===== src/rtl/vec_accum_pkg.sv =====
// Shared constants and types for the vector accumulator: default widths,
// tag bit positions, FSM encoding and saturation limits.
package vec_accum_pkg;

    localparam int DATA_WIDTH = 32;
    localparam int EXTRA_BITS = 2;

    // Tag offsets above the payload; absolute positions for the default width.
    localparam int SOV_OFS = 0;
    localparam int EOV_OFS = 1;
    localparam int SOV_BIT = DATA_WIDTH + SOV_OFS;
    localparam int EOV_BIT = DATA_WIDTH + EOV_OFS;

    typedef enum logic [1:0] {
        S_IDLE  = 2'd0,
        S_FETCH = 2'd1,
        S_OUT   = 2'd2
    } state_t;

    localparam logic signed [DATA_WIDTH-1:0] SAT_MAX = {1'b0, {(DATA_WIDTH-1){1'b1}}};
    localparam logic signed [DATA_WIDTH-1:0] SAT_MIN = {1'b1, {(DATA_WIDTH-1){1'b0}}};

endpackage


===== src/rtl/vec_accum_sat_add.sv =====
// Combinational signed adder that clamps to the representable range and
// flags whenever clamping took place.
module vec_accum_sat_add #(
    parameter int DATA_WIDTH = 32
) (
    input  logic [DATA_WIDTH-1:0] i_a,
    input  logic [DATA_WIDTH-1:0] i_b,
    output logic [DATA_WIDTH-1:0] o_sum,
    output logic                  o_ovf
);

    localparam logic [DATA_WIDTH-1:0] LIM_MAX = {1'b0, {(DATA_WIDTH-1){1'b1}}};
    localparam logic [DATA_WIDTH-1:0] LIM_MIN = {1'b1, {(DATA_WIDTH-1){1'b0}}};

    // Result carries one guard bit; guard != sign means the true sum left the range.
    function automatic logic [DATA_WIDTH:0] saturate(input logic signed [DATA_WIDTH:0] x);
        if (x[DATA_WIDTH] != x[DATA_WIDTH-1])
            return {1'b1, (x[DATA_WIDTH] ? LIM_MIN : LIM_MAX)};
        return {1'b0, x[DATA_WIDTH-1:0]};
    endfunction

    logic signed [DATA_WIDTH:0] w_wide;

    assign w_wide = $signed({i_a[DATA_WIDTH-1], i_a}) + $signed({i_b[DATA_WIDTH-1], i_b});
    assign {o_ovf, o_sum} = saturate(w_wide);

endmodule


===== src/rtl/vec_accum.sv =====
// Pulls tagged words from an upstream queue one at a time, accumulates each
// SOV..EOV vector with saturation and holds the result until accepted.
module vec_accum #(
    parameter int DATA_WIDTH    = vec_accum_pkg::DATA_WIDTH,
    parameter int EXTRA_BITS    = vec_accum_pkg::EXTRA_BITS,
    parameter int ADDRESS_WIDTH = 1
) (
    input  logic                             clk,
    input  logic                             rst,
    input  logic                             mem_wr_en,
    output logic                             mem_rd_en,
    input  logic [DATA_WIDTH+EXTRA_BITS-1:0] mem_data,
    output logic [DATA_WIDTH-1:0]            sum_out,
    output logic                             sum_valid,
    input  logic                             sum_ready,
    output logic                             sum_ovf
);
    import vec_accum_pkg::*;

    localparam int                   RAM_DEPTH = 1 << ADDRESS_WIDTH;
    localparam logic [ADDRESS_WIDTH:0] CNT_FULL = RAM_DEPTH[ADDRESS_WIDTH:0];
    localparam logic [ADDRESS_WIDTH:0] CNT_ONE  = {{ADDRESS_WIDTH{1'b0}}, 1'b1};

    state_t                  r_state;
    state_t                  w_state_nxt;
    logic [ADDRESS_WIDTH:0]  r_cnt;
    logic signed [DATA_WIDTH-1:0] r_acc;
    logic                    r_ovf;
    logic                    w_rd_en;
    logic [DATA_WIDTH-1:0]   w_payload;
    logic                    w_sov;
    logic                    w_eov;
    logic [DATA_WIDTH-1:0]   w_add_sum;
    logic                    w_add_ovf;

    assign w_payload = mem_data[DATA_WIDTH-1:0];
    assign w_sov     = mem_data[DATA_WIDTH + SOV_OFS];
    assign w_eov     = mem_data[DATA_WIDTH + EOV_OFS];

    vec_accum_sat_add #(
        .DATA_WIDTH (DATA_WIDTH)
    ) u_sat_add (
        .i_a   (r_acc),
        .i_b   (w_payload),
        .o_sum (w_add_sum),
        .o_ovf (w_add_ovf)
    );

    // Occupancy mirror of the upstream queue, clamped to [0, RAM_DEPTH].
    always_ff @(posedge clk) begin
        if (!rst) begin
            r_cnt <= '0;
        end else if (mem_wr_en && !w_rd_en) begin
            if (r_cnt != CNT_FULL)
                r_cnt <= r_cnt + CNT_ONE;
        end else if (w_rd_en && !mem_wr_en) begin
            if (r_cnt != '0)
                r_cnt <= r_cnt - CNT_ONE;
        end
    end

    always_ff @(posedge clk) begin
        if (!rst)
            r_state <= S_IDLE;
        else
            r_state <= w_state_nxt;
    end

    always_comb begin
        w_state_nxt = r_state;
        w_rd_en     = 1'b0;
        case (r_state)
            S_IDLE: begin
                if (r_cnt != '0) begin
                    w_rd_en     = 1'b1;
                    w_state_nxt = S_FETCH;
                end
            end
            S_FETCH: w_state_nxt = w_eov ? S_OUT : S_IDLE;
            S_OUT:   if (sum_ready) w_state_nxt = S_IDLE;
            default: w_state_nxt = S_IDLE;
        endcase
    end

    // Accumulator: SOV restarts the vector, handshake clears for the next one.
    always_ff @(posedge clk) begin
        if (!rst) begin
            r_acc <= '0;
            r_ovf <= 1'b0;
        end else if (r_state == S_FETCH) begin
            if (w_sov) begin
                r_acc <= w_payload;
                r_ovf <= 1'b0;
            end else begin
                r_acc <= w_add_sum;
                r_ovf <= r_ovf | w_add_ovf;
            end
        end else if (r_state == S_OUT && sum_ready) begin
            r_acc <= '0;
            r_ovf <= 1'b0;
        end
    end

    assign mem_rd_en = w_rd_en;
    assign sum_valid = (r_state == S_OUT);
    assign sum_out   = r_acc;
    assign sum_ovf   = r_ovf;

endmodule

===== config.mk =====
export PLATFORM = sky130hd
export DESIGN_NAME = vec_accum
export DESIGN_NICKNAME = d
export VERILOG_FILES = /design/src/rtl/vec_accum_pkg.sv /design/src/rtl/vec_accum_sat_add.sv /design/src/rtl/vec_accum.sv
export SDC_FILE = /design/constraint.sdc
export NUM_CORES = 1
export LEC_CHECK = 0
export CAP_MARGIN = 20
export CORE_MARGIN = 2
export CORE_UTILIZATION = 53
export DETAILED_ROUTE_END_ITERATION = 8
export HOLD_SLACK_MARGIN = 0.08
export PLACE_DENSITY = 0.82
export SYNTH_ARGS = -nofsm -noshare
export SYNTH_HDL_FRONTEND = slang
export SYNTH_HIERARCHICAL = 1
export SYNTH_SLANG_ARGS = --single-unit

===== constraint.sdc =====
create_clock -name clk -period 4 [get_ports clk]
set_clock_uncertainty 0.1 [all_clocks]
set_input_delay 0.8 -clock clk [delete_from_list [all_inputs] [get_ports clk]]
set_output_delay 0.8 -clock clk [all_outputs]
set_load 0.02 [all_outputs]

==> summary.txt <==
Post-CTS Resized -> 0
HPWL Detailed -> 7564 microns
Max transition margin -> 33.65%
crit end category -> flip-flop
Initial Utilization -> 54.64%
FMAX -> 267.7 MHz
Hold WC Path Type -> reg2reg
global-route wire length before repair -> 16130 microns
Num CTS Buffers -> 5
layout cells sized above 1 -> 13.11%
CP dominant cell by count -> a21oi_1
CP cell instances -> clkdlybuf4s50_1, ha_1, fa_1, a211oi_1, o211ai_1, a22oi_1, o32a_2, a21oi_1, xnor2_2, a21oi_1, a2111oi_0
CP startpoint -> mem_data[0]
Yosys top cell area share -> 19.95%
worst-skew pair later-pin latency -> 290 ps
Synth cell types -> 68
Critical path buffers and inverters -> 1
Nets -> 582
R2R Path Start -> sum_out[0]$_SDFFE_PN0P_
xor/xnor share of the synthesized area -> 6.808%
Antenna diodes -> 0
synthesized instance count -> 427
initial DRC count -> 156
final setup violation count -> 0
mux contribution to synthesized area -> 8.898%
Syn-to-layout area delta -> 26.66%
crit-path max FO -> 7
Post-Synth Simple-Gate Area -> 13.04%
Setup CP Type -> in2reg
Seq/Total Area, Yosys -> 19.95%
drt via density -> 5.929
via count -> 3599
FF+latch count, synth -> 37
largest net degree at the start of global routing -> 34
clock root buffer -> clkbuf_8
MaxCap Viol Count -> 0
asr flop ratio synth -> 0%
ys flop type -> dfxtp_1
PnR worst setup slack -> 265.0 ps
Synth Area in Compound Gates -> 33.50%
Synth Net Count -> 499
Netlist Area Pre-Place -> 3712 sq um
core area -> 6794 sq um
Largest stage delay, worst path -> 440 ps
# rows -> 30
final hold viol count -> 0
maximum vdd drop -> 0.0001842 V
DP Cell Count -> 599
Worst EP required -> 4070 ps
# IOs -> 73
Final Slew Violations -> 0
DR pass1 iterations -> 5
pre-CTS WS -> -13.17 ps
crit share post-route -> 93.37%
Synth top cells by count -> a21oi_1, o21ai_0, dfxtp_1
hold path cells -> 1
Die H -> 87.69 microns
Pwr Density -> 272.3 nW/um^2
most frequent cell after synthesis -> a21oi_1
Layout Cells excl Fill -> 607
Die X -> 87.69 microns
IO buf count -> 72
Routability Congestion -> 0.9350
initial antenna violation count -> 0
Setup Fix Bufs, Post-CTS -> 0
Critical Path Stages -> 11
R2R cell count -> 10
drt wl/cell -> 16.14 microns
Total Routing Usage GR -> 25.91%
deepest clock path buffer count -> 2
Slowest cell on crit path -> xnor2_2
final worst path period need -> 3735 ps
DRC -> 0
syn_area_per_cell -> 8.694 sq um
Antenna Nets Post-Route -> 0
Hold Path Origin -> sum_out[15]$_SDFFE_PN0P_
status -> completed
CTS sink count -> 37
grt ovf -> 0
Yosys top cell by area -> dfxtp_1
vias in the first global route -> 3419
CTS Hold Bufs -> 0
Leak -> 1.879 nW
Post-synth EDFFs -> 0
largest family of logic cells by synthesized area -> compound AO/OA/AOI/OAI gates
CP arrival -> 3800 ps
clock-pin slew on the worst setup and hold paths -> 80 ps
startpoint types -> input pin
Top delay family on crit path -> compound AO/OA/AOI/OAI gates
Post-Route WL -> 9798 microns
RSZ-0062 raised after global routing -> false
Synth Area in Adders -> 13.01%
die area -> 7690 sq um
Ys Warns -> 6
Worst Max-Slew Pin Slew -> 995.2 ps
H-tree depth -> 2
CTS tree -> yes
largest cells by area after synthesis -> dfxtp_1, ha_1, mux2i_1
-- sequential cells by signal, summed over array words and instances (netlist names) --
name and count:
r_state 2, sum_out 32, sum_ovf 1, r_cnt 2
-- cells by family (layout without fill, tap and decap cells) --
group / Yosys count / after routing
buffers and inverters: 33 / 117
AO/OA/AOI/OAI: 175 / 175
adder cells (fa/ha/maj): 39 / 39
flip-flops: 37 / 37
multiplexers: 33 / 33
AND/OR/NAND/NOR: 82 / 82
XOR/XNOR: 28 / 28
-- layout by cell type (no fill, tap or decap), drive strengths merged, types with 5 or more instances in the layout --
cell,n
o211ai,6
nand3,7
o2bb2ai,32
ha,33
o21bai,6
clkbuf,6
buf,27
nor2,16
maj3,5
nor3,6
o21a,5
a21oi,46
inv,11
nand4,5
clkdlybuf4s50,71
a21o,9
dfxtp,37
xor2,14
xnor2,14
nor2b,7
o21ai,39
nand2,19
mux2i,33
a211oi,9
-- layout make-up --
class | count | area, sq um
Multi-Input combinational cell | 357 | 2794
Fill cell | 574 | 2092
Timing Repair Buffer | 98 | 923.4
Sequential cell | 37 | 740.7
Tap cell | 96 | 120.1
Clock buffer | 6 | 72.57
Inverter | 11 | 41.29
Clock inverter | 2 | 10.01
-- worst register-to-register path, delay by kind of cell (launching register included) --
| kind | cells | cell delay (ps) |
|---|---|---|
| AO/OA/AOI/OAI | 7 | 1520 |
| XOR/XNOR | 1 | 440 |
| adder cells (fa/ha/maj) | 2 | 630 |
| flip-flops | 1 | 330 |
-- worst paths after layout --
kind / to / slack, ps
max reg2reg: sum_ovf$_SDFFE_PN0P_ / 870
min reg2reg: sum_out[15]$_SDFFE_PN0P_ / 390
max: sum_ovf$_SDFFE_PN0P_ / 270
min: sum_out[15]$_SDFFE_PN0P_ / 390
-- routing by layer --
layer	GRT usage [%]	share of wire [%]
met2	44.08	47
met5	0	0
met4	5.035	0.96
met3	3.487	4.5
met1	35.19	47
-- where the power goes --
| group | switching [mW] | leakage (nW) | internal, mW |
|---|---|---|---|
| combinational | 0.325 | 1.53 | 0.281 |
| clock | 0.139 | 0.0450 | 0.121 |
| sequential | 0.0220 | 0.299 | 0.392 |
-- stage by stage --
step	instance area [sq um]	power [mW]	utilization [%]	TNS, ps	hold slack [ps]
after floorplan	3712	0.8248	-	0	355.8
after global placement	4619	1.010	67.99	0	375.1
after detailed placement	4619	1.022	67.99	-13.17	380.6
after CTS	4702	1.286	69.21	0	394.3
after global routing	4702	1.368	69.21	0	409.5
final	4702	1.280	69.21	0	391.2
Note: power is estimated with default switching activity, not from simulation.
